$ cat src/rtl/bus_arbiter.sv
// ============================================================================
// Module      : bus_arbiter
// Description : Two-master, three-slave bus arbiter with registered outputs,
//               round-robin or fixed priority, and optional grant watchdog
//               (enabled by defining ARB_TIMEOUT_EN).
// Revision    : 1.0 - initial release
// ============================================================================
`default_nettype none

module bus_arbiter #(
    parameter int TIMEOUT_CYCLES = 64,
    parameter int ROUND_ROBIN    = 1
) (
    input  logic       clk,
    input  logic       reset,
    input  logic       m1_req,
    input  logic       m2_req,
    input  logic [1:0] m1_addr_hi,
    input  logic [1:0] m2_addr_hi,
    input  logic       tx_done,
    output logic       m1_grant,
    output logic       m2_grant,
    output logic       mux_sel,
    output logic [2:0] slave_sel,
    output logic       busy,
    output logic       addr_err,
    output logic       timeout
);

    typedef enum logic [1:0] {
        ST_IDLE     = 2'd0,
        ST_GRANT_M1 = 2'd1,
        ST_GRANT_M2 = 2'd2,
        ST_RELEASE  = 2'd3
    } state_t;

    state_t     r_state;
    state_t     w_state_nxt;
    logic       r_last_m2;
    logic       w_last_m2_nxt;
    logic       r_mux_sel;
    logic       w_mux_sel_nxt;
    logic [2:0] r_slave_sel;
    logic [2:0] w_slave_sel_nxt;
    logic       r_addr_err;
    logic       w_addr_err_nxt;
    logic       r_timeout;
    logic       w_timeout_nxt;
    logic       r_m1_grant;
    logic       r_m2_grant;
    logic       r_busy;
    logic       w_pick_m2;
    logic [1:0] w_addr;
    logic       w_owner_req;
    logic       w_expire;
    logic       w_wdog_clr;
    logic       w_wdog_inc;

`ifdef ARB_TIMEOUT_EN
    localparam logic [7:0] c_TIMEOUT_LAST = 8'(TIMEOUT_CYCLES - 1);

    logic [7:0] r_wdog;

    // Counter value equals the number of grant cycles already completed.
    always_ff @(posedge clk or negedge reset) begin
        if (!reset) begin
            r_wdog <= 8'd0;
        end else if (w_wdog_clr) begin
            r_wdog <= 8'd0;
        end else if (w_wdog_inc) begin
            r_wdog <= r_wdog + 8'd1;
        end
    end

    assign w_expire = (r_wdog == c_TIMEOUT_LAST);
`else
    assign w_expire = 1'b0;
`endif

    always_comb begin
        w_state_nxt     = r_state;
        w_last_m2_nxt   = r_last_m2;
        w_mux_sel_nxt   = r_mux_sel;
        w_slave_sel_nxt = r_slave_sel;
        w_addr_err_nxt  = 1'b0;
        w_timeout_nxt   = 1'b0;
        w_wdog_clr      = 1'b0;
        w_wdog_inc      = 1'b0;
        w_pick_m2       = 1'b0;
        w_addr          = 2'b00;
        w_owner_req     = 1'b0;

        case (r_state)
            ST_IDLE: begin
                if (m1_req && m2_req) begin
                    w_pick_m2 = (ROUND_ROBIN != 0) ? !r_last_m2 : 1'b0;
                end else begin
                    w_pick_m2 = m2_req;
                end
                w_addr = w_pick_m2 ? m2_addr_hi : m1_addr_hi;
                if (m1_req || m2_req) begin
                    w_last_m2_nxt = w_pick_m2;
                    if (w_addr == 2'b11) begin
                        // Unmapped window: burn the decision and go through RELEASE.
                        w_addr_err_nxt  = 1'b1;
                        w_slave_sel_nxt = 3'b000;
                        w_state_nxt     = ST_RELEASE;
                    end else begin
                        w_mux_sel_nxt   = w_pick_m2;
                        w_slave_sel_nxt = 3'b001 << w_addr;
                        w_wdog_clr      = 1'b1;
                        w_state_nxt     = w_pick_m2 ? ST_GRANT_M2 : ST_GRANT_M1;
                    end
                end
            end
            ST_GRANT_M1, ST_GRANT_M2: begin
                w_owner_req = (r_state == ST_GRANT_M1) ? m1_req : m2_req;
                if (tx_done || !w_owner_req) begin
                    w_slave_sel_nxt = 3'b000;
                    w_state_nxt     = ST_RELEASE;
                end else if (w_expire) begin
                    w_timeout_nxt   = 1'b1;
                    w_slave_sel_nxt = 3'b000;
                    w_state_nxt     = ST_RELEASE;
                end else begin
                    w_wdog_inc = 1'b1;
                end
            end
            ST_RELEASE: begin
                w_state_nxt = ST_IDLE;
            end
            default: begin
                w_state_nxt = ST_IDLE;
            end
        endcase
    end

    always_ff @(posedge clk or negedge reset) begin
        if (!reset) begin
            r_state     <= ST_IDLE;
            r_last_m2   <= 1'b1;
            r_mux_sel   <= 1'b0;
            r_slave_sel <= 3'b000;
            r_addr_err  <= 1'b0;
            r_timeout   <= 1'b0;
            r_m1_grant  <= 1'b0;
            r_m2_grant  <= 1'b0;
            r_busy      <= 1'b0;
        end else begin
            r_state     <= w_state_nxt;
            r_last_m2   <= w_last_m2_nxt;
            r_mux_sel   <= w_mux_sel_nxt;
            r_slave_sel <= w_slave_sel_nxt;
            r_addr_err  <= w_addr_err_nxt;
            r_timeout   <= w_timeout_nxt;
            r_m1_grant  <= (w_state_nxt == ST_GRANT_M1);
            r_m2_grant  <= (w_state_nxt == ST_GRANT_M2);
            r_busy      <= (w_state_nxt != ST_IDLE);
        end
    end

    assign m1_grant  = r_m1_grant;
    assign m2_grant  = r_m2_grant;
    assign mux_sel   = r_mux_sel;
    assign slave_sel = r_slave_sel;
    assign busy      = r_busy;
    assign addr_err  = r_addr_err;
    assign timeout   = r_timeout;

endmodule

`default_nettype wire

$ cat config.mk
export PLATFORM = sky130hd
export DESIGN_NAME = bus_arbiter
export DESIGN_NICKNAME = d
export VERILOG_FILES = /design/src/rtl/bus_arbiter.sv
export SDC_FILE = /design/constraint.sdc
export NUM_CORES = 1
export LEC_CHECK = 0
export CAP_MARGIN = 20
export CORE_UTILIZATION = 45
export DETAILED_ROUTE_END_ITERATION = 10
export DONT_BUFFER_PORTS = 1
export MAX_ROUTING_LAYER = met4
export PLACE_DENSITY = 0.65
export SKIP_CTS_REPAIR_TIMING = 1
export SLEW_MARGIN = 10
export SYNTH_ARGS = -nofsm -noshare
export SYNTH_HDL_FRONTEND = slang
export SYNTH_SLANG_ARGS = --single-unit
$ cat constraint.sdc
create_clock -name clk -period 1.7 [get_ports clk]
set_input_delay 0.51 -clock clk [delete_from_list [all_inputs] [get_ports clk]]
set_output_delay 0.51 -clock clk [all_outputs]
set_load 0.01 [all_outputs]
**Word level (Yosys, flattened, before mapping)**

Cells that the tools add are included.

- Bits in registers: 11
- Bits in latches: 0
- Bits in writable memories: 0
- Bits in read-only memories: 0
- Input port bits: 9
- Output and inout port bits: 9
- Memories: 0

- Add/sub/neg operators: 0
- $mul: 0
- Div/mod/pow operators: 0
- $lt $le $gt $ge: 0
- Equality and inequality tests: 8
- Shift-type cells: 1
- Mux-type cells: 16
- Bitwise gates (word level): 1
- Reductions and logical operators: 12

Operators by type and width:

| kind | count |
|---|---|
| $mux 2 | 5 |
| $mux 3 | 3 |
| $eq 2x2->1 const B | 4 |
| $mux 1 | 6 |
| $pmux 2 s3 | 1 |
| $pmux 3 s2 | 1 |
| $reduce_and 3->1 | 2 |
| $eq 2x1->1 const B | 2 |
| $ne 2x2->1 const B | 2 |
| $reduce_bool 2->1 | 2 |
| $shl 1x2->3 const A | 1 |
| $logic_not 1->1 | 2 |
| $logic_not 2->1 | 1 |
| $logic_or 1x1->1 | 2 |
| $reduce_and 2->1 | 1 |
| $reduce_or 2->1 | 1 |
| $logic_and 1x1->1 | 1 |
| $not 1->1 | 1 |

**Longest topological paths before layout**

Gate-level depths: netlist of run 1.

- Depth after elaboration: 9
- Depth in mapped cells: 7

**Worst setup path after synthesis of run 1**

No wires, ideal clock.

- Kind: reg-to-reg
- Start point: register r_state[0]
- End point: register r_slave_sel[0], in the netlist slave_sel[0]
- Library setup time: 0.128 ns
- Arrival time: 1.485 ns
- Required time: 1.572 ns
- Setup slack: 0.088 ns
- Stages on the path, launching flop included: 6
- Path buffers: 0
- Cells stage by stage: dfrtp_1 inv_1 ha_1 nor3b_2 a211oi_2 mux2_1

- Longest elaborated chain between the ends: 6

RTL lines:

| what | line | RTL |
|---|---|---|
| start, declared | 37 | `state_t r_state;` |
| start signal, assigned | 150 | `r_state <= w_state_nxt;` |
| $eq 2x1->1 | 93, 117 |  |
| $mux 1 | 117 | `w_owner_req = (r_state == ST_GRANT_M1) ? m1_req : m2_req;` |
| $logic_not 1->1 | 118 | `if (tx_done \|\| !w_owner_req) begin` |
| $logic_or 1x1->1 | 118 |  |
| $ne 2x2->1 (no line) | - |  |
| $reduce_and 3->1 (no line) | - |  |
| end signal, assigned | 153 | `r_slave_sel <= w_slave_sel_nxt;` |
| end, declared | 43 | `logic [2:0] r_slave_sel;` |

Several ways; a longest one is shown, not always the timed one.
A chain may end at the register's enable or synchronous reset.

**Final worst setup path of run 1**

- Start point: register r_state[0]
- End point: register r_slave_sel[1], in the netlist slave_sel[1]

Same word-level chain as after synthesis.

==> results of run 1 <==
-- registers in the layout, indices dropped and copies added, names as in the netlist --
signal	flops
addr_err	1
m2_grant	1
busy	1
r_state	2
m1_grant	1
r_last_m2	1
slave_sel	3
mux_sel	1
-- worst max-delay path, delay by kind of cell (launching register included) --
kind / cells / cell delay (ns)
mux: 2 / 0.59
flops: 1 / 0.40
compound gates: 1 / 0.31
fa+ha+maj: 1 / 0.14
buf+inv: 1 / 0.12
simple gates: 1 / 0.07
-- where the power goes --
group | switching [mW] | internal (mW) | total [mW]
combinational | 0.398 | 0.439 | 0.838
clock | 0.0833 | 0.0908 | 0.174
sequential | 0.109 | 0.386 | 0.495
total | 0.591 | 0.916 | 1.51
-- logic make-up (layout without fill, tap and decap cells) --
kind of cell	after synthesis	in the layout
and+or+nand+nor	23	23
AOI/OAI and AO/OA	17	17
DFF	11	11
buffers and inverters	5	12
muxes	4	4
adders and majority gates	2	2
other	1	1
-- worst max path at each step --
stage                          start            to  cells after the start
after floorplan           r_state[0]  slave_sel[0]                      5
after global placement    r_state[0]  slave_sel[2]                      5
after detailed placement  r_state[1]  slave_sel[2]                      6
after CTS                 r_state[1]  slave_sel[2]                      6
after global routing      r_state[0]  slave_sel[1]                      6
final                     r_state[0]  slave_sel[1]                      6
-- area by class of cell --
class / instances / area [um^2] / area share, %
multi-input cells: 47 / 369 / 49.5
inverters: 3 / 11.3 / 1.51
repair buffers: 5 / 43.8 / 5.87
clock buffers: 4 / 26.3 / 3.52
flip-flops and latches: 11 / 277 / 37.1
well taps: 15 / 18.8 / 2.52
-- metrics by stage --
step	instances	util, %	setup WS (ns)	cell area (um^2)	setup TNS (ns)
after detailed placement	79	50.5	-0.0374	657	-0.112
after global routing	85	57.3	-0.142	746	-0.402
final	85	57.3	-0.0513	746	-0.137
after floorplan	63	-	0.0879	628	0
after global placement	79	50.5	0.0286	657	0
after CTS	83	52.5	-0.0504	683	-0.151
-- layer usage --
metal / vias up / routed length, um
met2: 10 / 572
li1: 237 / -
met3: 4 / 44
met1: 224 / 672
met4: 0 / 23
met5: - / 0
-- cell usage in the layout, fill, tap and decap left out, drive strengths merged --
master       synthesis  routed
dfrtp               10      10
a31oi                1       1
nand2                4       4
a22oi                1       1
a21boi               1       1
o21ai                3       3
or3                  2       2
dfstp                1       1
mux2                 3       3
dlygate4sd3          0       1
o21a                 1       1
buf                  2       4
nor2b                1       1
and4b                1       1
a21bo                1       1
nor3b                2       2
mux2i                1       1
inv                  3       3
a21oi                7       7
nand4                1       1
nand3                2       2
a211o                1       1
a211oi               1       1
ha                   2       2
clkbuf               0       4
nor2                 6       6
conb                 1       1
nand3b               4       4
==> impl_results.md, run 1 <==
* Total Power at 1.51 mW
* Post-Synth Adder-Cell Area at 3.98%
* TritonCTS clock tree: built
* Ys Warns at 0
* CTS H-tree depth at 1
* Met2 GRT Util at 20.0%
* MaxCap Viol Count at 0
* DRC Markers at 0
* Critical path arrival at 1.90 ns
* Die area at 1550 um^2
* Reg2Reg Depth at 6
* # rows at 13
* Synthesis-stage register bit count at 11
* Mux share of post-synthesis cell area at 6.97%
* Post-Syn Instances at 63
* First-pass GRT wire length at 1.67 mm
* Commonest cells post-synth: dfrtp_1, a21oi_1, nor2_1
* CP Cell Sequence: buf_6 -> ha_4 -> mux2i_4 -> nor3b_2 -> a211oi_2 -> mux2_1
* Met3 Usage GRT at 3.41%
* Num CTS Buffers at 3
* Buffers on Ports at 0
* Die height at 39.4 um
* Routability cong. at 0.787
* CP max FO at 4
* VDD IR max at 0.00102 V
* Final hold violations at 0
* Post-synthesis compound-gate area fraction at 19.5%
* Initial drt markers at 10
* Crit-path max cell delay at 0.40 ns
* Die Wd at 39.4 um
* Filler cell count at 114
* Layout area overhead at 18.7%
* Clock Sinks at 11
* Gr busiest metal: met1
* Worst setup EP type: flip-flop
* Crit path time final at 1.75 ns
* Number of library cell types mapped by synthesis at 30
* Share of the synthesized area in the top cell type at 39.8%
* Post-synth EDFFs at 0
* Clk slew on worst S/H paths at 0.07 ns
* Worst r2r src: r_state[0]
* Syn Std Cell Area at 628 um^2
* Hpwl dp at 925 um
* Pre-antenna DRT Iters at 3
* I/O pin count at 18
* R2R Setup Slk at -0.05 ns
* Critical path's slowest cell: dfrtp_1
* Cell taking the most area after synthesis: dfrtp_1
* RSZ-0062 raised after global routing: yes
* Final Cycle Share at 103%
* Initial antenna violation count at 0
* Outcome: complete, but fails checks
* Clock Tree Root: clkbuf_4
* Top area cells in the synthesized netlist: dfrtp_1, a21oi_1, mux2_1
* Layout cells sized above 1 at 27.1%
* Synth async-reset ratio at 100%
* WS Path Type: flip-flop to flip-flop
* Crit path launch type: flip-flop
* Via/cell ratio at 5.59
* Vias in the first global route at 375
* Violated checks: setup timing
* Antenna cell count at 0
* Max Slew Vio Count at 0
* Fin worst setup slack at -0.0513 ns
* Core footprint at 1300 um^2
* Total GRT Usage at 17.6%
* Pwr/cell area at 2020 nW/um^2
* Met1 usage at 26.3%
* Syn_nets at 74
* Layout Nets at 82
* Post-synthesis simple-gate area fraction at 21.1%
* R2R Path End: slave_sel[1]
* Endpoints failing setup at 3
* Pin count of the biggest net entering global routing at 12
* Gr ovfl total at 0
* Hold Slack at 0.0806 ns
* Via count at 475
* Main synth FF type: dfrtp_1
* Sequential share of the synthesized area at 44.0%
* Antenna Nets Post-Route at 0
* Leak Pwr at 0.328 nW
* DR WL/cell at 15.4 um
* Clk_lat worst skew at 0.26 ns
* Main combinational cell family by area after synthesis: simple AND/OR/NAND/NOR gates
* Most frequent cell after synthesis: dfrtp_1
* Mean post-synth cell area at 9.97 um^2
* Initial Util at 48.3%
* Routed WL at 1.31 mm
* Xor/xnor cell area share of the yosys netlist at 0%
* CP Data Required Time at 1.85 ns
* Clk_skew at 0.000825 ns
* F_max at 571 MHz
* Max Root-Sink Buffers at 2
* Hold crit path type: primary input to async pin
(Power assumes the default switching activity.)
==> run 2, diff against run 1 <==
--- a/config.mk
+++ b/config.mk
@@ -6,11 +6,13 @@
 export NUM_CORES = 1
 export LEC_CHECK = 0
 export CAP_MARGIN = 20
-export CORE_UTILIZATION = 45
+export CELL_PAD_IN_SITES_DETAIL_PLACEMENT = 0
+export CELL_PAD_IN_SITES_GLOBAL_PLACEMENT = 1
+export CORE_UTILIZATION = 39
 export DETAILED_ROUTE_END_ITERATION = 10
 export DONT_BUFFER_PORTS = 1
 export MAX_ROUTING_LAYER = met4
-export PLACE_DENSITY = 0.65
+export PLACE_DENSITY = 0.72
 export SKIP_CTS_REPAIR_TIMING = 1
 export SLEW_MARGIN = 10
 export SYNTH_ARGS = -nofsm -noshare
==> run 2 against run 1 <==
  * The run still ends with setup timing left
  * Fmax down 0.33%
  * Wire length down 0.91%
  * Highest routed layer is now met3
  * Largest power group unchanged
  * Clock power down 3%
==> impl_results.md, run 2 (synthesis results as in run 1) <==
* Routability cong. at 0.732
* Hold Slack at 0.0821 ns
* Via/cell ratio at 5.62
* Worst path top cell family by delay: flip-flops
* F_max at 569 MHz
* Most common cell after layout, fill and taps aside: dfrtp_1
* DRC Markers at 0
* Clk_skew at 0.00642 ns
* Max reg flops at 3
* Max Slew Vio Count at 0
* Outcome: complete, but fails checks
* I/O pin count at 18
* CTS H-tree depth at 1
* Clock share of power at 10.3%
* CP Cell Sequence: inv_1 -> ha_4 -> nor3b_2 -> a211oi_2 -> buf_4 -> mux2_4
* CP Data Required Time at 1.84 ns
* Switching share of power at 38.3%
* DP Cell Count at 80
* Bufs and invs on worst path at 2
* Total GRT Usage at 14.9%
* Routed WL at 1.30 mm
* Layout Nets at 85
* R2R Setup Slk at -0.06 ns
* Clock Tree Root: clkbuf_4
* Max Root-Sink Buffers at 2
* Via count at 500
* Crit path time final at 1.76 ns
* Worst setup EP type: flip-flop
* Critical path's slowest cell: dfrtp_1
* Die height at 42.1 um
* Antenna Nets Post-Route at 0
* Pwr/cell area at 2090 nW/um^2
* Instance count on the critical path at 6
* Layout cells sized above 1 at 35.6%
* Antenna cell count at 0
* Fin worst setup slack at -0.0572 ns
* Final Cycle Share at 103%
* Die area at 1770 um^2
* Post-Layout Cell Count at 89
* Worst r2r src: r_state[0]
* Leak Pwr at 0.347 nW
* RSZ-0062 raised after global routing: yes
* Critical path arrival at 1.90 ns
* DR WL/cell at 14.6 um
* Initial antenna violation count at 0
* Pre-antenna DRT Iters at 5
* Layout area overhead at 24.1%
* First-pass GRT wire length at 1.94 mm
* Psw at 624 uW
* Comb pwr share at 59.1%
* # rows at 14
* Clk slew on worst S/H paths at 0.07 ns
* Pin count of the biggest net entering global routing at 12
* Endpoints failing setup at 3
* Final hold violations at 0
* Hold crit path type: primary input to async pin
* TritonCTS clock tree: built
* Die Wd at 42.1 um
* Gr ovfl total at 0
* Filler cell count at 142
* Vias in the first global route at 444
* Sequential Power Share at 30.6%
* Hpwl dp at 905 um
* Buffers on Ports at 0
* Multi-input logic area at 383 um^2
* Crit path launch type: flip-flop
* Reg2Reg Depth at 6
* Post-route cell area at 779 um^2
* Initial drt markers at 6
* Post-route setup TNS at -0.166 ns
* P_int at 1.01 mW
* Most frequent cells in the layout: dfrtp_1, a21oi_1, buf_4
* Violated checks: setup timing
* CP max FO at 4
* Num CTS Buffers at 3
* MaxCap Viol Count at 0
* Core footprint at 1510 um^2
* Placement Cell Area at 658 um^2
* R2R Path End: slave_sel[0]
* WS Path Type: flip-flop to flip-flop
* Clk_lat worst skew at 0.26 ns
* Initial Util at 41.7%
* VDD IR max at 0.000986 V
* Clock Sinks at 11
* Crit-path max cell delay at 0.43 ns
* Area taken by flip-flops and latches at 277 um^2
* Setup WS pre-CTS at -0.00410 ns
==> run 2: cell types whose count changed in the layout (fill, tap and decap cells not counted) <==
cell     before  now
buf_4         3    7
mux2_1        2    0
mux2_4        1    3
buf_6         1    0
nor2b_1       1    0
nor2b_2       0    1
o21ai_1       1    0
o21ai_2       1    2
==> run 2: stage by stage <==
| step | utilization, % | total power, mW |
|---|---|---|
| after CTS | 45.4 | 1.36 |
| after floorplan | - | 1.00 |
| final | 51.7 | 1.63 |
| after detailed placement | 43.7 | 1.19 |
| after global routing | 51.7 | 1.75 |
| after global placement | 43.7 | 1.18 |
==> run 2: worst max path at each step <==
stage                   end        from
2_1_floorplan  slave_sel[0]  r_state[0]
3_3_place_gp   slave_sel[2]  r_state[0]
3_5_place_dp   slave_sel[0]  r_state[0]
4_1_cts        slave_sel[0]  r_state[1]
5_1_grt        slave_sel[1]  r_state[1]
6_report       slave_sel[0]  r_state[0]
==> run 2: power groups by stage <==
stage          sequential (mW)  combinational, mW  clock [mW]
3_3_place_gp             0.494              0.690           0
4_1_cts                  0.492              0.697       0.176
6_report                 0.499              0.964       0.168
2_1_floorplan            0.478              0.523           0
5_1_grt                  0.509               1.05       0.184
3_5_place_dp             0.496              0.693           0
==> run 2: area by class of cell <==
class,instances,area share [%]
well taps,16,2.57
multi-input cells,47,49.1
clock buffers,4,3.37
inverters,3,1.44
repair buffers,8,8.03
flip-flops and latches,11,35.5
==> run 2: metal layers <==
| layer | track usage (%) | vias to the layer above | share of wire, % |
|---|---|---|---|
| li1 | - | 244 | - |
| met1 | 19.2 | 238 | 46 |
| met2 | 21.6 | 18 | 46 |
| met3 | 8.19 | 0 | 7.4 |
| met4 | 1.88 | 0 | 0 |
| met5 | - | - | 0 |
==> run 3, diff against run 2 <==
==> constraint.sdc (replaced) <==
create_clock -name clk -period 1.5 [get_ports clk]
set_input_delay 0.45 -clock clk [delete_from_list [all_inputs] [get_ports clk]]
set_output_delay 0.45 -clock clk [all_outputs]
set_load 0.01 [all_outputs]
==> run 3 against run 2 <==
  * The run still ends with setup timing left
  * Sequential power rose by 15%
  * Via count grew 0.20%
  * Global-route usage rose by 1.9 points
  * Sequential share of layout area decreased by 0.95 points
  * Largest power group unchanged
==> impl_results.md, run 3 (synthesis results as in run 1) <==
* Clock Sinks at 11
* VDD IR max at 0.00142 V
* Buffers on Ports at 0
* Worst setup EP type: flip-flop
* Post-route setup TNS at -0.664 ns
* Layout Nets at 87
* Routability cong. at 0.777
* Final Cycle Share at 114%
* Max Slew Vio Count at 0
* Critical path arrival at 1.86 ns
* Die area at 1770 um^2
* Initial Util at 41.7%
* # rows at 14
* Antenna cell count at 0
* Leak Pwr at 0.360 nW
* Comb pwr share at 61.3%
* RSZ-0062 raised after global routing: yes
* Antenna Nets Post-Route at 0
* TritonCTS clock tree: built
* Initial drt markers at 4
* Max reg flops at 3
* WS Path Type: flip-flop to flip-flop
* Total Power at 1.99 mW
* Endpoints failing setup at 5
* Pwr/cell area at 2470 nW/um^2
* Crit path time final at 1.72 ns
* Via count at 501
* Violated checks: setup timing
* Routed WL at 1.34 mm
* Max Root-Sink Buffers at 2
* CTS H-tree depth at 1
* Outcome: complete, but fails checks
* CP Cell Sequence: inv_2 -> ha_4 -> mux2i_4 -> nor3b_2 -> a211oi_2 -> buf_4 -> mux2_4
* Clk_lat worst skew at 0.26 ns
* Psw at 737 uW
* CP Data Required Time at 1.64 ns
* Initial antenna violation count at 0
* Switching share of power at 37.0%
* Die Wd at 42.1 um
* Reg2Reg Depth at 7
* MaxCap Viol Count at 0
* Worst r2r src: r_state[1]
* Clk_skew at 0.00657 ns
* Most frequent cells in the layout: dfrtp_1, buf_4, nor2_1, a21oi_1
* Final hold violations at 0
* Clock share of power at 9.8%
* Worst path top cell family by delay: multiplexers
* Layout area overhead at 28.1%
* Critical path's slowest cell: dfrtp_1
* R2R Path End: slave_sel[0]
* R2R Setup Slk at -0.22 ns
* Clk slew on worst S/H paths at 0.07 ns
* Via/cell ratio at 5.51
* P_int at 1.25 mW
* Sequential Power Share at 28.9%
* Vias in the first global route at 536
* Hold crit path type: primary input to async pin
* Pre-antenna DRT Iters at 6
* F_max at 583 MHz
* Total GRT Usage at 16.9%
* Bufs and invs on worst path at 2
* Die height at 42.1 um
* DRC Markers at 0
* Clock Tree Root: clkbuf_4
* Pin count of the biggest net entering global routing at 12
* Post-route cell area at 805 um^2
* Num CTS Buffers at 3
* CP max FO at 3
* I/O pin count at 18
* Gr ovfl total at 0
* DR WL/cell at 14.7 um
* Fin worst setup slack at -0.215 ns
* Crit path launch type: flip-flop
* Placement Cell Area at 717 um^2
* Layout cells sized above 1 at 40.0%
* Core footprint at 1510 um^2
* Crit-path max cell delay at 0.39 ns
* Most common cell after layout, fill and taps aside: dfrtp_1
* First-pass GRT wire length at 2.21 mm
* Hold Slack at 0.0214 ns
[run 3: cell count changes in the layout (fill, tap and decap cells not counted), sizes merged]
cell	delta
buf	+2
[run 3: area by class of cell]
cell class / count / area [um^2]
inverter: 3 / 11.3
sequential: 11 / 278
multi-input combinational: 47 / 388
clock buffer: 4 / 26.3
timing repair buffer: 10 / 81.3
fill: 132 / 702
tap: 16 / 20.0
[run 3: stage by stage]
step           cells  setup WS (ns)  util [%]
3_3_place_gp      84         -0.131      47.6
6_report          91         -0.215      53.4
3_5_place_dp      84         -0.175      47.6
4_1_cts           88         -0.197      49.3
5_1_grt           91         -0.266      53.4
2_1_floorplan     63        -0.0836         -
[run 3: layer usage]
metal	global-route usage [%]	wire length, um	vias to the layer above
met3	1.29	36	2
met1	19.3	592	239
met2	30.0	706	9
met4	7.50	6	0
met5	-	0	-
li1	-	-	251
[run 3: worst max-delay path by stage]
stage / slack (ns) / cells past startpoint / from / end
after detailed placement: -0.17 / 6 / r_state[1] / slave_sel[0]
after global placement: -0.13 / 6 / r_state[1] / slave_sel[2]
final: -0.22 / 7 / r_state[1] / slave_sel[0]
after CTS: -0.20 / 6 / r_state[1] / slave_sel[0]
after floorplan: -0.08 / 6 / r_state[1] / slave_sel[0]
after global routing: -0.27 / 7 / r_state[1] / slave_sel[0]
[run 3: worst register-to-register path: cells and delay by family, from the launching register on]
family	cells	cell delay (ns)
AO/OA/AOI/OAI	1	0.19
AND/OR/NAND/NOR	1	0.07
adder cells (fa/ha/maj)	1	0.15
multiplexers	2	0.53
buffers and inverters	2	0.26
flip-flops	1	0.39
[run 3: power by group through the flow]
stage / combinational [mW] / clock (mW) / sequential, mW
floorplan: 0.668 / 0 / 0.554
global placement: 0.953 / 0 / 0.571
detailed placement: 0.968 / 0 / 0.572
CTS: 0.967 / 0.205 / 0.569
global route: 1.34 / 0.216 / 0.586
finish: 1.22 / 0.195 / 0.574
==> edit 1: new RTL, config.mk and constraints of run 1 <==
Build with the macro `ARB_TIMEOUT_EN` defined.
--- a/src/rtl/bus_arbiter.sv
+++ b/src/rtl/bus_arbiter.sv
@@ -6,6 +6,8 @@
 // Revision    : 1.0 - initial release
 // ============================================================================
 `default_nettype none
+
+`define ARB_TIMEOUT_EN
 
 module bus_arbiter #(
     parameter int TIMEOUT_CYCLES = 64,
Formal check against the unedited RTL: same outputs for any inputs over 10 cycles, from zero or initial values and one cycle with reset low; that may be too few to reach the edited logic, so the function may still have changed.
==> edit 1 against run 1 <==
The flow still finishes with violations (negative setup slack). Synthesized area is 74% higher. Wire length increased by 99%. First-iteration DRC count grew 10%. Setup slack worse by 29 ps. Cell area up 84%. Count of clock-buffer cells in the layout unchanged. Maximum frequency decreased by 1.7%. Sequential cell count increased by 9. Power is 44% higher. Global-route usage grew 4.5 points. Critical endpoint is now r_wdog[4]$_DFFE_PN0P_.
==> edit 1: results (changes against run 1) <==
[critical_path]
worstRegToRegCells=7  ; was 6
reg2reg_to=r_wdog[4]$_DFFE_PN0P_  ; was slave_sel[1]$_DFFE_PN0P_
arrival_ps=2040  ; was 1900 ps
path_max_fanout=6  ; was 4
crit_family=simple AND/OR/NAND/NOR gates  ; was multiplexers

[yosys]
synthTopCellsByCount=19 x dfrtp_1, 8 x a21oi_1, 7 x nor2_1, 6 x o21ai_0  ; was 10 x dfrtp_1, 7 x a21oi_1, 6 x nor2_1, 4 x nand2_1, 4 x nand3b_1
synth_cell_types=38  ; was 30
seq_area_frac_synth=0.4593  ; was 0.4402
syn_area_per_cell_um2=10.21  ; was 9.970 µm²
syn_nets=119  ; was 74
synth_area_leaders=dfrtp_1 44%, mux2_2 5.2%, a21oi_1 3.7%  ; was dfrtp_1 40%, a21oi_1 5.6%, mux2_1 5.4%

[placed_design]
dp.cells=150  ; was 79
gp_congestion=0.8596  ; was 0.7873
dp_hpwl_um=1862  ; was 924.9 µm

[power_and_ir_drop]
p_clk_uw=255  ; was 174 µW
seqPwrFrac=0.336  ; was 0.328
powerDensity_nw_per_um2=1578  ; was 2020 nW/µm²
p_sw_uw=826.0  ; was 590.7 µW
p_leak_nw=0.5719  ; was 0.3284 nW
ir_drop_uv=1289  ; was 1019 µV

[final_layout]
largest_register_ff_count=8  ; was 3
fillers=219  ; was 114
final_nets=141  ; was 82
stdcell_count=156  ; was 85

[grt]
grt.met3_usage=0.05060  ; was 0.03409
grt_pass1_wl_um=4091  ; was 1669 µm
grt_max_degree=21  ; was 12
grt_usage=0.2209  ; was 0.1759
grt_use_met2=0.3618  ; was 0.2000

[detailed_routing]
vias=939  ; was 475
wl_per_cell_um=16.71  ; was 15.44 µm
wl_met1_um=1138  ; was 672 µm
wl_met2_um=1251  ; was 572 µm
drtIter0Drc=11  ; was 10
drtPass1Iterations=4  ; was 3
topRoutingLayerUsed=met4  ; unchanged
route.met3.wl_um=183  ; was 44 µm

[status]
violations=negative setup slack  ; unchanged
outcome=finished, violations left  ; unchanged

[timing]
finalSetupViolCount=6  ; was 3
fin_tns_setup_ps=-310.4  ; was -136.9 ps
fin_ws_ps=-80.74  ; was -51.34 ps
finClkSkew_ps=1.351  ; was 0.8247 ps

[clock_network]
clk_pin_slew_ps=120  ; was 70 ps

==> edit 1: logic make-up (layout without fill, tap and decap cells) <==
family | count (synthesis) | after routing | share of synthesized area
AO/OA/AOI/OAI | 28 | 28 | 0.1695
XOR/XNOR | 1 | 1 | 0.008020
adder cells (fa/ha/maj) | 3 | 3 | 0.03437
buffers and inverters | 7 | 28 | 0.03779
flip-flops | 20 | 20 | 0.4593
multiplexers | 7 | 7 | 0.07330
AND/OR/NAND/NOR | 41 | 41 | 0.2177
==> edit 1: through the flow <==
step           setup slack, ps  hold WS [ps]  instance area, µm²
2_1_floorplan           -74.29         214.4                1159
3_3_place_gp            -65.77         214.8                1292
3_5_place_dp            -128.9         214.8                1292
4_1_cts                 -161.8        -129.5                1319
5_1_grt                 -153.1         9.235                1375
6_report                -80.74         13.58                1375
==> edit 1: worst max path at each step <==
stage	from	endpoint	cells past startpoint
3_5_place_dp	r_state[1]$_DFF_PN0_	busy$_DFF_PN0_	6
5_1_grt	r_state[0]$_DFF_PN0_	r_wdog[4]$_DFFE_PN0P_	7
2_1_floorplan	r_state[0]$_DFF_PN0_	r_wdog[7]$_DFFE_PN0P_	7
4_1_cts	r_state[1]$_DFF_PN0_	busy$_DFF_PN0_	6
6_report	r_state[0]$_DFF_PN0_	r_wdog[4]$_DFFE_PN0P_	7
3_3_place_gp	r_state[1]$_DFF_PN0_	busy$_DFF_PN0_	6
==> edit 1: layout make-up <==
type                    instances  area share
multi-input cells              80      0.4686
flip-flops and latches         20      0.3649
inverters                       4     0.01092
clock buffers                   4     0.01911
repair buffers                 20      0.1110
well taps                      28     0.02548
==> edit 1: worst reg2reg max path, stage by stage, from the launching register on <==
cell and delay (ps):
dfrtp_1 400, inv_2 50, ha_4 280, nand2b_4 50, or2_4 270, buf_4 140
or4_4 410, a21oi_2 120
==> edit 2: new RTL, settings of run 1 <==
Without the edit above. Register the output `addr_err` once more, without a reset; this adds one clock of latency there. The other outputs are not delayed to match.
--- a/src/rtl/bus_arbiter.sv
+++ b/src/rtl/bus_arbiter.sv
@@ -164,7 +164,9 @@
     assign mux_sel   = r_mux_sel;
     assign slave_sel = r_slave_sel;
     assign busy      = r_busy;
-    assign addr_err  = r_addr_err;
+    always_ff @(posedge clk) begin
+        addr_err <= r_addr_err;
+    end
     assign timeout   = r_timeout;
 
 endmodule
Formal check against the unedited RTL: not equivalent (a bounded check fails within 4 cycles, from zero or initial values and one cycle with reset low).
==> edit 2 against run 1 <==
The run still ends with negative setup slack left. Setup slack better by 4.7 ps. Worst hold slack worse by 14 ps. Sequential cell count up 1. Cell area up 3.0%. Clock skew up 4.9 ps. Largest power group unchanged. Power up 2.6%. First-iteration DRC count up 40%. Wire length down 5.9%. Synthesized area up 3.2%.
==> edit 2: results (changes against run 1) <==
[critical_path]
worstRegToRegCells=6  ; unchanged
endpoint=slave_sel[1]$_DFFE_PN0P_  ; unchanged
path_max_fanout=3  ; was 4
crit_start=r_state[1]$_DFF_PN0_  ; was r_state[0]$_DFF_PN0_

[grt]
grt_usage=0.2010  ; was 0.1759
grt_pass1_wl_um=2021  ; was 1669 µm
met1_usage=0.2624  ; was 0.2633
grt_pass1_vias=474  ; was 375
grt.met3_usage=0.06667  ; was 0.03409

[timing]
finalSetupViolCount=3  ; unchanged
finClkSkew_ps=5.681  ; was 0.8247 ps
fin_tns_setup_ps=-121.2  ; was -136.9 ps
fin_ws_ps=-46.59  ; was -51.34 ps

[clock_network]
cts_sinks=12  ; was 11

[final_layout]
clkbuf_count=4  ; unchanged
biggestCellCategory=multi-input gates  ; unchanged
layout-drive-gt1-share=0.2676  ; was 0.2714
final-clk-cell-share=0.04723  ; was 0.03523
area_share_nonclk_buffers=0.05212  ; was 0.05872
multi_input_area_share=0.4756  ; was 0.4950
largest_register_ff_count=3  ; unchanged
fillers=110  ; was 114
seq_area_um2=296.5  ; was 276.5 µm²
final_nets=83  ; was 82

[power_and_ir_drop]
ir_drop_uv=969.8  ; was 1019 µV
p_leak_nw=0.3393  ; was 0.3284 nW

[flow_run]
drv_cap=0  ; unchanged

[yosys]
synthTopCellsByCount=10 x dfrtp_1, 7 x a21oi_1, 6 x nor2_1, 4 x nand2_1, 4 x nand3b_1  ; unchanged
synth-async-reset-ratio=0.9167  ; was 1.000
syn_nets=75  ; was 74
syn_area_per_cell_um2=10.13  ; was 9.970 µm²
synth_cell_types=31  ; was 30

[detailed_routing]
route.met3.wl_um=86  ; was 44 µm
drtPass1Iterations=4  ; was 3
vias=481  ; was 475
drt-total-wl_um=1234  ; was 1312 µm
wl_per_cell_um=14.35  ; was 15.44 µm
drtIter0Drc=14  ; was 10
wl_met1_um=552  ; was 672 µm
wl_met2_um=580  ; was 572 µm

[status]
violations=negative setup slack  ; unchanged
outcome=finished, violations left  ; unchanged

[placed_design]
gp_congestion=0.7075  ; was 0.7873
dp.cells=80  ; was 79

## edit 2: cell count changes after synthesis
cell     delta
dfxtp_1     +1
## edit 2: report_power, final
group	leakage, nW	total [mW]	switching, mW	internal, mW
clock network	0.0210	0.229	0.0994	0.130
registers	0.147	0.523	0.111	0.411
logic	0.171	0.793	0.384	0.409
## edit 2: cells by family (layout without fill, tap and decap cells)
family	after synthesis	after routing	share of synthesized area
simple gates	23	23	0.2046
buf+inv	5	12	0.03668
fa+ha+maj	2	2	0.03860
compound gates	17	17	0.1892
mux	4	4	0.06756
flops	12	12	0.4575
other cells	1	1	0.005786
## edit 2: metrics by stage
stage / util / hold slack [ps] / instance area (µm²) / setup WS (ps)
after floorplan: - / 214.4 / 648.1 / 87.92
after global placement: 0.5138 / 214.6 / 676.9 / 20.23
after detailed placement: 0.5138 / 214.6 / 676.9 / -14.97
after CTS: 0.5413 / -88.64 / 713.2 / -43.09
after global routing: 0.5831 / 49.43 / 768.2 / -152.7
final: 0.5831 / 67.08 / 768.2 / -46.59
